==> src/rtl/regfile_write_arbiter_pkg.sv <==
// Shared definitions for the register file write arbiter.
// - WORD_LEN_DEF / ADDR_LEN_DEF : default data and register address widths
// - arb_state_e                 : arbiter FSM state encoding
package regfile_write_arbiter_pkg;

    localparam int unsigned WORD_LEN_DEF = 32;
    localparam int unsigned ADDR_LEN_DEF = 5;

    typedef enum logic [1:0] {
        StIdle   = 2'd0,
        StWait   = 2'd1,
        StFreeze = 2'd2
    } arb_state_e;

endpackage

==> src/rtl/regfile_write_arbiter_wr_fifo2.sv <==
// wr_fifo2: 2-entry FIFO of {addr, data} for mul/div results.
// Ports:
//   clk, rst                 clock, async active-high reset (empties the FIFO)
//   push_i / push_addr_i / push_data_i   write to tail (ignored when full)
//   pop_i                    drop head (ignored when empty)
//   count_o                  number of stored entries (0..2)
//   head_addr_o/head_data_o  oldest entry
//   ent_vld_o / ent_addr_o   per-slot occupancy and address (for pending mask)
module wr_fifo2
    import regfile_write_arbiter_pkg::*;
#(
    parameter int unsigned WORD_LEN = WORD_LEN_DEF,
    parameter int unsigned ADDR_LEN = ADDR_LEN_DEF
) (
    input  logic                     clk,
    input  logic                     rst,
    input  logic                     push_i,
    input  logic [ADDR_LEN-1:0]      push_addr_i,
    input  logic [WORD_LEN-1:0]      push_data_i,
    input  logic                     pop_i,
    output logic [1:0]               count_o,
    output logic [ADDR_LEN-1:0]      head_addr_o,
    output logic [WORD_LEN-1:0]      head_data_o,
    output logic [1:0]               ent_vld_o,
    output logic [1:0][ADDR_LEN-1:0] ent_addr_o
);

    logic [ADDR_LEN-1:0] addr_q [2];
    logic [WORD_LEN-1:0] data_q [2];
    logic                wr_ptr_q, wr_ptr_d;
    logic                rd_ptr_q, rd_ptr_d;
    logic [1:0]          count_q, count_d;
    logic                push_ok, pop_ok;

    always_comb begin
        push_ok  = push_i & (count_q != 2'd2);
        pop_ok   = pop_i & (count_q != 2'd0);
        wr_ptr_d = push_ok ? ~wr_ptr_q : wr_ptr_q;
        rd_ptr_d = pop_ok ? ~rd_ptr_q : rd_ptr_q;
        count_d  = count_q + 2'(push_ok) - 2'(pop_ok);
    end

    always_ff @(posedge clk or posedge rst) begin
        if (rst) begin
            wr_ptr_q <= 1'b0;
            rd_ptr_q <= 1'b0;
            count_q  <= 2'd0;
        end else begin
            wr_ptr_q <= wr_ptr_d;
            rd_ptr_q <= rd_ptr_d;
            count_q  <= count_d;
        end
    end

    // Payload storage needs no reset: occupancy is tracked by count_q.
    always_ff @(posedge clk) begin
        if (push_ok) begin
            addr_q[wr_ptr_q] <= push_addr_i;
            data_q[wr_ptr_q] <= push_data_i;
        end
    end

    always_comb begin
        count_o       = count_q;
        head_addr_o   = addr_q[rd_ptr_q];
        head_data_o   = data_q[rd_ptr_q];
        ent_addr_o[0] = addr_q[0];
        ent_addr_o[1] = addr_q[1];
        ent_vld_o     = 2'b00;
        if (count_q == 2'd2) begin
            ent_vld_o = 2'b11;
        end else if (count_q == 2'd1) begin
            ent_vld_o[rd_ptr_q] = 1'b1;
        end
    end

endmodule

==> src/rtl/regfile_write_arbiter.sv <==
// regfile_write_arbiter: shares the register file write port between the WB
// stage (always wins) and a 2-deep queue of mul/div results. A result that is
// blocked STARVE_LIMIT cycles in a row triggers a one-cycle freeze request
// that opens a write slot for it.
// Ports:
//   clk, rst                       clock, async active-high reset
//   wb_en_i/wb_addr_i/wb_data_i    WB write request
//   md_valid_i/md_addr_i/md_data_i mul/div result, accepted when md_ready_o
//   md_ready_o                     FIFO has space (registered count, low in reset)
//   rf_we_o/rf_addr_o/rf_data_o    register file write port (combinational)
//   freeze_req_o                   registered; pipeline must hold wb_en_i low
//   pend_mask_o                    registers targeted by queued results
//   err_collision_o                sticky: WB wrote during a freeze cycle
module regfile_write_arbiter
    import regfile_write_arbiter_pkg::*;
#(
    parameter int unsigned WORD_LEN     = WORD_LEN_DEF,
    parameter int unsigned ADDR_LEN     = ADDR_LEN_DEF,
    parameter int unsigned STARVE_LIMIT = 4
) (
    input  logic                     clk,
    input  logic                     rst,
    input  logic                     wb_en_i,
    input  logic [ADDR_LEN-1:0]      wb_addr_i,
    input  logic [WORD_LEN-1:0]      wb_data_i,
    input  logic                     md_valid_i,
    output logic                     md_ready_o,
    input  logic [ADDR_LEN-1:0]      md_addr_i,
    input  logic [WORD_LEN-1:0]      md_data_i,
    output logic                     rf_we_o,
    output logic [ADDR_LEN-1:0]      rf_addr_o,
    output logic [WORD_LEN-1:0]      rf_data_o,
    output logic                     freeze_req_o,
    output logic [2**ADDR_LEN-1:0]   pend_mask_o,
    output logic                     err_collision_o
);

    localparam int unsigned CntW = $clog2(STARVE_LIMIT + 1);
    localparam logic [CntW-1:0] Limit = CntW'(STARVE_LIMIT);

    arb_state_e              state_q, state_d;
    logic [CntW-1:0]         starve_q, starve_d;
    logic                    err_q, err_d;

    logic [1:0]              count;
    logic [1:0]              count_nxt;
    logic [ADDR_LEN-1:0]     head_addr;
    logic [WORD_LEN-1:0]     head_data;
    logic [1:0]              ent_vld;
    logic [1:0][ADDR_LEN-1:0] ent_addr;

    logic                    wb_write;
    logic                    in_freeze;
    logic                    collision;
    logic                    push;
    logic                    pop;

    // Slot arbitration. A WB request during a freeze still wins and also
    // holds the head in place, even if it targets register 0.
    always_comb begin
        wb_write   = wb_en_i & (wb_addr_i != '0);
        in_freeze  = (state_q == StFreeze);
        collision  = wb_en_i & in_freeze;
        md_ready_o = (count != 2'd2) & ~rst;
        push       = md_valid_i & md_ready_o;
        pop        = (count != 2'd0) & ~wb_write & ~collision & ~rst;
        count_nxt  = count + 2'(push) - 2'(pop);
        err_d      = err_q | collision;
    end

    wr_fifo2 #(
        .WORD_LEN (WORD_LEN),
        .ADDR_LEN (ADDR_LEN)
    ) u_fifo (
        .clk         (clk),
        .rst         (rst),
        .push_i      (push),
        .push_addr_i (md_addr_i),
        .push_data_i (md_data_i),
        .pop_i       (pop),
        .count_o     (count),
        .head_addr_o (head_addr),
        .head_data_o (head_data),
        .ent_vld_o   (ent_vld),
        .ent_addr_o  (ent_addr)
    );

    // FSM state register
    always_ff @(posedge clk or posedge rst) begin
        if (rst) begin
            state_q  <= StIdle;
            starve_q <= '0;
            err_q    <= 1'b0;
        end else begin
            state_q  <= state_d;
            starve_q <= starve_d;
            err_q    <= err_d;
        end
    end

    // FSM next state. State follows the FIFO occupancy seen after the edge.
    always_comb begin
        state_d  = state_q;
        starve_d = starve_q;
        unique case (state_q)
            StIdle: begin
                starve_d = '0;
                if (count_nxt != 2'd0) begin
                    state_d = StWait;
                end
            end
            StWait: begin
                if (pop) begin
                    starve_d = '0;
                end else if (starve_q != Limit) begin
                    starve_d = starve_q + CntW'(1);
                end
                if (count_nxt == 2'd0) begin
                    state_d = StIdle;
                end else if (starve_d == Limit) begin
                    state_d = StFreeze;
                end
            end
            StFreeze: begin
                starve_d = '0;
                state_d  = (count_nxt != 2'd0) ? StWait : StIdle;
            end
            default: begin
                starve_d = '0;
                state_d  = StIdle;
            end
        endcase
    end

    // FSM / datapath outputs
    always_comb begin
        freeze_req_o    = in_freeze;
        err_collision_o = err_q;
        rf_we_o         = 1'b0;
        rf_addr_o       = '0;
        rf_data_o       = '0;
        if (!rst) begin
            if (wb_write) begin
                rf_we_o   = 1'b1;
                rf_addr_o = wb_addr_i;
                rf_data_o = wb_data_i;
            end else if (pop) begin
                // Head targeting register 0 is dropped without a write.
                rf_we_o   = (head_addr != '0);
                rf_addr_o = head_addr;
                rf_data_o = head_data;
            end
        end
    end

    always_comb begin
        pend_mask_o = '0;
        for (int j = 0; j < 2; j++) begin
            if (ent_vld[j]) begin
                pend_mask_o[ent_addr[j]] = 1'b1;
            end
        end
        pend_mask_o[0] = 1'b0;
    end

endmodule

==> config.mk <==
export PLATFORM = sky130hd
export DESIGN_NAME = regfile_write_arbiter
export DESIGN_NICKNAME = d
export VERILOG_FILES = /design/src/rtl/regfile_write_arbiter_pkg.sv /design/src/rtl/regfile_write_arbiter_wr_fifo2.sv /design/src/rtl/regfile_write_arbiter.sv
export SDC_FILE = /design/constraint.sdc
export NUM_CORES = 1
export LEC_CHECK = 0
export BUFFER_PORTS_ARGS = -buffer_cell sky130_fd_sc_hd__clkbuf_2
export CORE_ASPECT_RATIO = 0.6
export CORE_MARGIN = 1.5
export CORE_UTILIZATION = 40
export DETAILED_ROUTE_END_ITERATION = 10
export HOLD_SLACK_MARGIN = 0.02
export PLACE_DENSITY = 0.65
export SLEW_MARGIN = 20
export SYNTH_ARGS = -nofsm -noshare
export SYNTH_HDL_FRONTEND = slang
export SYNTH_HIERARCHICAL = 1
export SYNTH_SLANG_ARGS = --single-unit
==> constraint.sdc <==
create_clock -name clk -period 4.79 [get_ports clk]
set_input_delay 0.7185 -clock clk [delete_from_list [all_inputs] [get_ports clk]]
set_output_delay 0.7185 -clock clk [all_outputs]
set_load 0.02 [all_outputs]
==> metrics.md, run 1 <==
| Metric | Value |
|---|---|
| Warnings from Yosys | `6` |
| Via Count | `3528` |
| Largest net degree at the start of global routing | `41` |
| Clk buf depth | `2` |
| Post-CTS setup buffer count | `0` |
| Largest family of logic cells by synthesized area | `simple AND/OR/NAND/NOR gates` |
| Setup violators final | `0` |
| Complex-gate fraction of the synthesized area | `11.49%` |
| Clk Latency, worst-skew pair | `0.33 ns` |
| Maximum vdd drop | `0.1922 mV` |
| Startpoint types | `flip-flop` |
| Hold buffer count at CTS | `0` |
| Yosys top cell area share | `50.25%` |
| Max_cap viols | `0` |
| Residual DRC | `0` |
| Number of synthesized flops with an enable pin | `74` |
| Post-Route WL | `10420 µm` |
| Crit-path cells | `mux2_2 > or4_1 > o21ai_0 > a21oi_1 > clkbuf_2` |
| Total track usage | `18.31%` |
| Nets | `597` |
| Cell count after synthesis | `373` |
| Achievable Freq | `285.8 MHz` |
| PwrDens | `460.7 mW/mm²` |
| Status | `finished clean` |
| First-pass GRT wire length | `16930 µm` |
| GRT overflow | `0` |
| Total negative slack | `0 ns` |
| Critical path endpoint category | `primary output` |
| DR iter-0 viols | `136` |
| Top cells by area, synth | `edfxtp_1, mux2_2, dfrtp_1` |
| Row Count | `29` |
| Initial antenna violation count | `0` |
| GPL Wtd Cong | `0.8454` |
| RSZ-0062 raised after global routing | `false` |
| Share of flip-flops with an asynchronous set or reset | `11.90%` |
| Synth Area in Adders | `1.415%` |
| Crit path DAT | `2.78 ns` |
| FF+latch count, synth | `84` |
| Post-DP HPWL | `7309 µm` |
| Share of cells above drive strength 1 | `42.39%` |
| Leakage | `2.170 nW` |
| Final worst path period share | `73.05%` |
| Fin. max-slew vios | `0` |
| Synth Area in Simple Gates | `14.60%` |
| Chip Height | `84.44 µm` |
| CTS tree | `built` |
| Resize count post-CTS | `0` |
| Root Driver | `clkbuf_16` |
| Remaining antenna violation count | `0` |
| CTS sink cnt | `84` |
| Rel. slew slack | `38.48%` |
| WP data required | `4.07 ns` |
| Vias in the first global route | `3409` |
| Synth Area in XOR/XNOR | `0.9904%` |
| Commonest non-fill, non-tap cell in the layout | `clkbuf_2` |
| Netlist cell types | `40` |
| Syn Area/Cell | `11.85 µm²` |
| Die Wd | `138.7 µm` |
| Post-synthesis sequential area ratio | `55.91%` |
| Initial DRT Pass Iterations | `4` |
| Fin. Hold Viols | `0` |
| Commonest non-fill, non-tap cells in the layout | `clkbuf_2, edfxtp_1, a21oi_1` |
| Slowest CP cell | `dfrtp_2` |
| Mux cell area share after synthesis | `9.423%` |
| Post-Syn Area | `0.004422 mm²` |
| Mean routed wirelength per cell | `15.83 µm` |
| Starting Density | `41.45%` |
| Clock-pin slew on the worst setup and hold paths | `0.06 ns` |
| Core footprint | `0.01067 mm²` |
| Post-synth top flop | `edfxtp_1` |
| Post-route minimum period | `3.499 ns` |
| Min-delay worst type | `reg2reg` |
| I/O Pins | `151` |
| WHS | `0.4838 ns` |
| Total CTS buffers | `9` |
| Fillers | `1006` |
| Post-synth top area cell | `edfxtp_1` |
| Inserted Diodes | `0` |
| Clk_skew | `0.003137 ns` |
| WS Path Type | `reg2out` |
| Slew at the pin with the worst max-slew slack | `0.9228 ns` |
| H-tree levels | `3` |
| CP Max Fanout | `40` |
| Via-per-instance ratio | `5.362` |
| Port Buffers | `149` |
| Die area | `0.01171 mm²` |
| Crit path largest cell delay | `0.95 ns` |
| Syn_nets | `456` |
| Layout area overhead | `23.03%` |
==> final timing paths <==
kind / from / endpoint / slack (ns) / cells after the start
worst max-delay path: u_fifo/rd_ptr_q / rf_we_o / 1.29 / 5
worst min-delay path: err_collision_o / err_collision_o / 0.48 / 1
worst max register to register: state_q[1] / state_q[0] / 2.20 / 11
worst min register to register: err_collision_o / err_collision_o / 0.48 / 1
max in group asynchronous: rst / starve_q[1] / 3.62 / 2
min in group asynchronous: rst / u_fifo/count_o[0] / 0.82 / 2
==> synthesized netlist by cell type (4+ instances only) <==
cell type,instances
o22ai_1,31
mux2_2,37
or3b_2,7
dfrtp_1,10
nor2_1,9
buf_6,7
nand3_1,39
nand3b_1,11
ha_1,5
o21ai_0,5
xnor2_1,5
a21oi_1,40
inv_1,10
nand2b_1,4
buf_2,4
edfxtp_1,74
nand2_1,39
==> cells by family after synthesis <==
family / after synthesis
AOI/OAI and AO/OA: 86
xor gates and xnor gates: 5
adders and majority gates: 5
buffers and inverters: 32
DFF: 84
muxes: 37
other: 1
and+or+nand+nor: 123
==> sequential cells by signal, indices dropped and copies added (netlist names) <==
name	cells
u_fifo/data_q	64
u_fifo/addr_q	10
starve_q	3
state_q	2
u_fifo/count_o	2
err_collision_o	1
u_fifo/rd_ptr_q	1
u_fifo/wr_ptr_q	1
==> stage by stage <==
step | power, mW | cell area [µm²] | worst slack (ns) | util, % | instances
3_5_place_dp | 1.871 | 5155 | 1.324 | 48.32 | 642
3_3_place_gp | 1.845 | 5155 | 1.393 | 48.32 | 642
6_report | 2.506 | 5440 | 1.291 | 51.00 | 658
2_1_floorplan | 1.659 | 4422 | 1.219 | - | 373
5_1_grt | 2.649 | 5440 | 1.083 | 51.00 | 658
4_1_cts | 2.530 | 5439 | 1.226 | 50.99 | 658
==> per-layer routing <==
layer	part of all wire [%]	wire [µm]	vias up	GRT usage [%]
li1	-	-	1692	-
met1	47	4856	1687	24.59
met2	44	4608	138	28.27
met3	7.7	802	11	5.762
met4	1.4	151	0	6.345
met5	0	0	-	0
==> worst max-delay path, delay by kind of cell (launching register included) <==
kind / cells / cell delay [ns]
buf+inv: 1 / 0.20
mux: 1 / 0.43
flops: 1 / 0.95
compound gates: 2 / 0.35
simple gates: 1 / 0.51
==> layout make-up <==
class,count,area (µm²),share of cell area (%)
sequential,84,2474,45.47
clock buffer,10,229.0,4.209
tap,139,173.9,3.197
inverter,10,37.54,0.6900
multi-input combinational,257,1703,31.30
timing repair buffer,152,768.2,14.12
clock inverter,6,55.05,1.012
==> power breakdown <==
group | internal, mW | switching (mW) | total (mW) | leakage, nW
registers | 0.931 | 0.140 | 1.07 | 0.797
clock network | 0.398 | 0.259 | 0.657 | 0.137
logic | 0.347 | 0.432 | 0.778 | 1.24
total | 1.68 | 0.830 | 2.51 | 2.17
Note: power is estimated with default switching activity, not from simulation.
==> run 2, diff against run 1 <==
--- a/config.mk
+++ b/config.mk
@@ -5,13 +5,14 @@
 export SDC_FILE = /design/constraint.sdc
 export NUM_CORES = 1
 export LEC_CHECK = 0
+export ABC_AREA = 1
 export BUFFER_PORTS_ARGS = -buffer_cell sky130_fd_sc_hd__clkbuf_2
 export CORE_ASPECT_RATIO = 0.6
 export CORE_MARGIN = 1.5
 export CORE_UTILIZATION = 40
 export DETAILED_ROUTE_END_ITERATION = 10
 export HOLD_SLACK_MARGIN = 0.02
-export PLACE_DENSITY = 0.65
+export PLACE_DENSITY = 0.68
 export SLEW_MARGIN = 20
 export SYNTH_ARGS = -nofsm -noshare
 export SYNTH_HDL_FRONTEND = slang
==> constraint.sdc (replaced) <==
create_clock -name clk -period 3.2 [get_ports clk]
set_input_delay 0.48 -clock clk [delete_from_list [all_inputs] [get_ports clk]]
set_output_delay 0.48 -clock clk [all_outputs]
set_load 0.02 [all_outputs]
==> run 2 against run 1 <==
  * Clock-buffer cell count down 1
  * Non-clock buffer count up 8
  * Sequential power up 39%
  * First-iteration DRC count up 79%
  * Critical path depth up 3
  * Via count up 17%
  * Synthesized cell count up 40%
  * Design area up 3.4%
  * Cell count up 24%
  * Largest cell class unchanged
  * Clock skew up 0.0046 ns
  * Critical path type unchanged
  * Wire length up 11%
==> metrics.md, run 2 <==
| Metric | Value |
|---|---|
| Status | `finished clean` |
| Remaining antenna violation count | `0 (unchanged)` |
| Fin. max-slew vios | `0 (unchanged)` |
| Clk buf depth | `2 (unchanged)` |
| Core footprint | `0.01067 mm² (unchanged)` |
| Top cells by area, synth | `edfxtp_1, nand2_1, nand3_1` |
| Root Driver | `clkbuf_16` |
| Initial antenna violation count | `0 (unchanged)` |
| Commonest non-fill, non-tap cell in the layout | `nand2_1` |
| Via-per-instance ratio | `5.053 (-5.8%)` |
| Clk Latency, worst-skew pair | `0.34 ns (about the same)` |
| Post-synth top flop | `edfxtp_1` |
| Inserted Diodes | `0 (unchanged)` |
| Clk_skew | `0.007741 ns (+0.004604 ns)` |
| Most used cell, CP | `nand2_1` |
| Hold buffer count at CTS | `0 (unchanged)` |
| Max_cap viols | `0 (unchanged)` |
| Die Wd | `138.9 µm (+0.15%)` |
| Min-delay worst type | `in2async` |
| Setup violators final | `0 (unchanged)` |
| Chip Height | `84.57 µm (+0.15%)` |
| Resize count post-CTS | `0 (unchanged)` |
| Fin. Hold Viols | `0 (unchanged)` |
| CTS tree | `built` |
| Leakage | `2.598 nW (+20%)` |
| Initial DRT Pass Iterations | `5 (+1)` |
| Total negative slack | `0 ns (unchanged)` |
| Via Count | `4118 (+17%)` |
| Top cell family by delay on the critical path | `simple AND/OR/NAND/NOR gates` |
| Syn Area/Cell | `8.465 µm² (-29%)` |
| Largest net degree at the start of global routing | `39 (-4.9%)` |
| Post-route minimum period | `3.016 ns` |
| Post-DP HPWL | `8438 µm (+15%)` |
| Crit path buffers/inverters | `2 (+1)` |
| Post-Syn Area | `0.004436 mm² (+0.31%)` |
| Commonest cells in the netlist | `nand2_1, edfxtp_1, nand3_1` |
| Starting Density | `41.58% (+0.13 points)` |
| Port Buffers | `149 (unchanged)` |
| Final core occ | `52.72% (+1.7 points)` |
| Layout area overhead | `26.80%` |
| Slowest CP cell | `nor2_1` |
| GPL Wtd Cong | `0.8760 (+3.6%)` |
| Crit-path cells | `inv_1 > nand2_1 > o21ai_0 > nand2_1 > nor2_1 > nand2_1 > o21ai_0 > clkbuf_2` |
| WS Path Type | `reg2out` |
| Achievable Freq | `331.5 MHz` |
| Die area | `0.01175 mm² (+0.30%)` |
| Largest register FFs | `64 (unchanged)` |
| Row Count | `29 (unchanged)` |
| Post-Route WL | `11590 µm (+11%)` |
| Crit path largest cell delay | `0.50 ns (-0.45 ns)` |
| Critical path endpoint category | `primary output` |
| Post-synthesis sequential area ratio | `55.74% (-0.17 points)` |
| Reg with most FFs | `u_fifo/data_q` |
| Most frequent cell after synthesis | `nand2_1` |
| RSZ-0062 raised after global routing | `false` |
| Fillers | `1025 (+1.9%)` |
| Mean routed wirelength per cell | `14.22 µm (-10%)` |
| GRT overflow | `0 (unchanged)` |
| FF+latch count, synth | `84 (unchanged)` |
| Clock-pin slew on the worst setup and hold paths | `0.07 ns (about the same)` |
| Slew at the pin with the worst max-slew slack | `0.6247 ns (-0.2981 ns)` |
| Yosys top cell area share | `50.10% (-0.16 points)` |
| Residual DRC | `0 (unchanged)` |
| Syn_nets | `607 (+33%)` |
| I/O Pins | `151 (unchanged)` |
| Post-synth top area cell | `edfxtp_1` |
| Total CTS buffers | `9 (unchanged)` |
| Share of cells above drive strength 1 | `27.51% (-15 points)` |
| Number of synthesized flops with an enable pin | `74 (unchanged)` |
| PwrDens | `695.8 mW/mm² (+51%)` |
| Maximum vdd drop | `0.3781 mV (+97%)` |
| H-tree levels | `3 (unchanged)` |
| First-pass GRT wire length | `18680 µm (+10%)` |
| Post-CTS setup buffer count | `0 (unchanged)` |
| Commonest non-fill, non-tap cells in the layout | `nand2_1, clkbuf_2, edfxtp_1` |
| DR iter-0 viols | `244 (+79%)` |
| CP Max Fanout | `9 (-78%)` |
| Total track usage | `20.10% (+1.8 points)` |
| Startpoint types | `flip-flop` |
| Nets | `754 (+26%)` |
| Share of flip-flops with an asynchronous set or reset | `11.90% (unchanged)` |
| Vias in the first global route | `3909 (+15%)` |
| Top Registers | `u_fifo/data_q: 64 flops, u_fifo/addr_q: 10 flops, starve_q: 3 flops` |
| CTS sink cnt | `84 (unchanged)` |
| WP data required | `2.72 ns (-1.35 ns)` |
| Rel. slew slack | `58.20% (+20 points)` |
| Crit path DAT | `2.54 ns (-0.24 ns)` |
| Final worst path period share | `94.26%` |
| Netlist cell types | `28 (-30%)` |
| Warnings from Yosys | `6 (unchanged)` |
| Cell count after synthesis | `524 (+40%)` |
## run 2: report_power, final
group	internal, mW	leakage [nW]	switching, mW
registers	1.38	0.795	0.112
clock network	0.615	0.147	0.432
logic	0.424	1.66	0.949
total	2.42	2.60	1.49
## run 2: layer usage
layer  wire [µm]  track usage (%)
met1        5300            27.16
met3         982            5.419
met2        5164            31.82
met4         145            6.250
met5           0                0
## run 2: path summary, 6_finish.rpt
kind | depth (start not counted) | startpoint | slack (ns) | endpoint
max | 8 | u_fifo/count_o[1] | 0.18 | pend_mask_o[2]
min | 2 | rst | 0.24 | state_q[0]
max reg2reg | 16 | state_q[0] | 0.91 | state_q[0]
min reg2reg | 1 | err_collision_o | 0.48 | err_collision_o
max in group asynchronous | 3 | rst | 2.52 | u_fifo/count_o[1]
min in group clk | 1 | md_data_i[17] | 0.33 | u_fifo/data_q[1][17]
## run 2: layout make-up
class                      count  area (µm²)  share of cell area [%]
sequential                    84        2472                   43.96
multi-input combinational    383        1707                   30.34
timing repair buffer         160       840.8                   14.95
clock buffer                   9       225.2                   4.004
tap                          139       173.9                   3.092
inverter                      33       123.9                   2.202
clock inverter                 7       81.33                   1.446
## run 2: per-stage QoR
stage	instances	area [µm²]	total power [mW]	worst slack (ns)	hold slack (ns)
2_1_floorplan	524	4436	2.488	0.01737	0.2461
3_3_place_gp	799	5318	2.848	0.6490	0.4692
3_5_place_dp	799	5318	2.889	0.5113	0.4688
4_1_cts	815	5624	3.944	0.2826	0.2337
5_1_grt	815	5624	4.178	0.07018	0.2583
6_report	815	5624	3.913	0.1838	0.2408
## run 2: worst register-to-register path: stages, from the launching register on
cell     delay (ns)
dfrtp_1        0.37
inv_1          0.08
nand2_1        0.07
nor2_1         0.23
nor2_4         0.06
buf_4          0.20
nand2_1        0.12
inv_1          0.11
ha_1           0.29
inv_1          0.04
ha_1           0.27
inv_1          0.05
nand3_1        0.09
nand2_1        0.08
inv_1          0.04
nand2_1        0.05
nand2_1        0.05
## run 2: cells by family after synthesis
group	share of synthesized area, %
DFF	55.74
adders and majority gates	1.410
other	0.08455
xor gates and xnor gates	0.3950
buffers and inverters	6.177
and+or+nand+nor	27.67
AOI/OAI and AO/OA	8.519
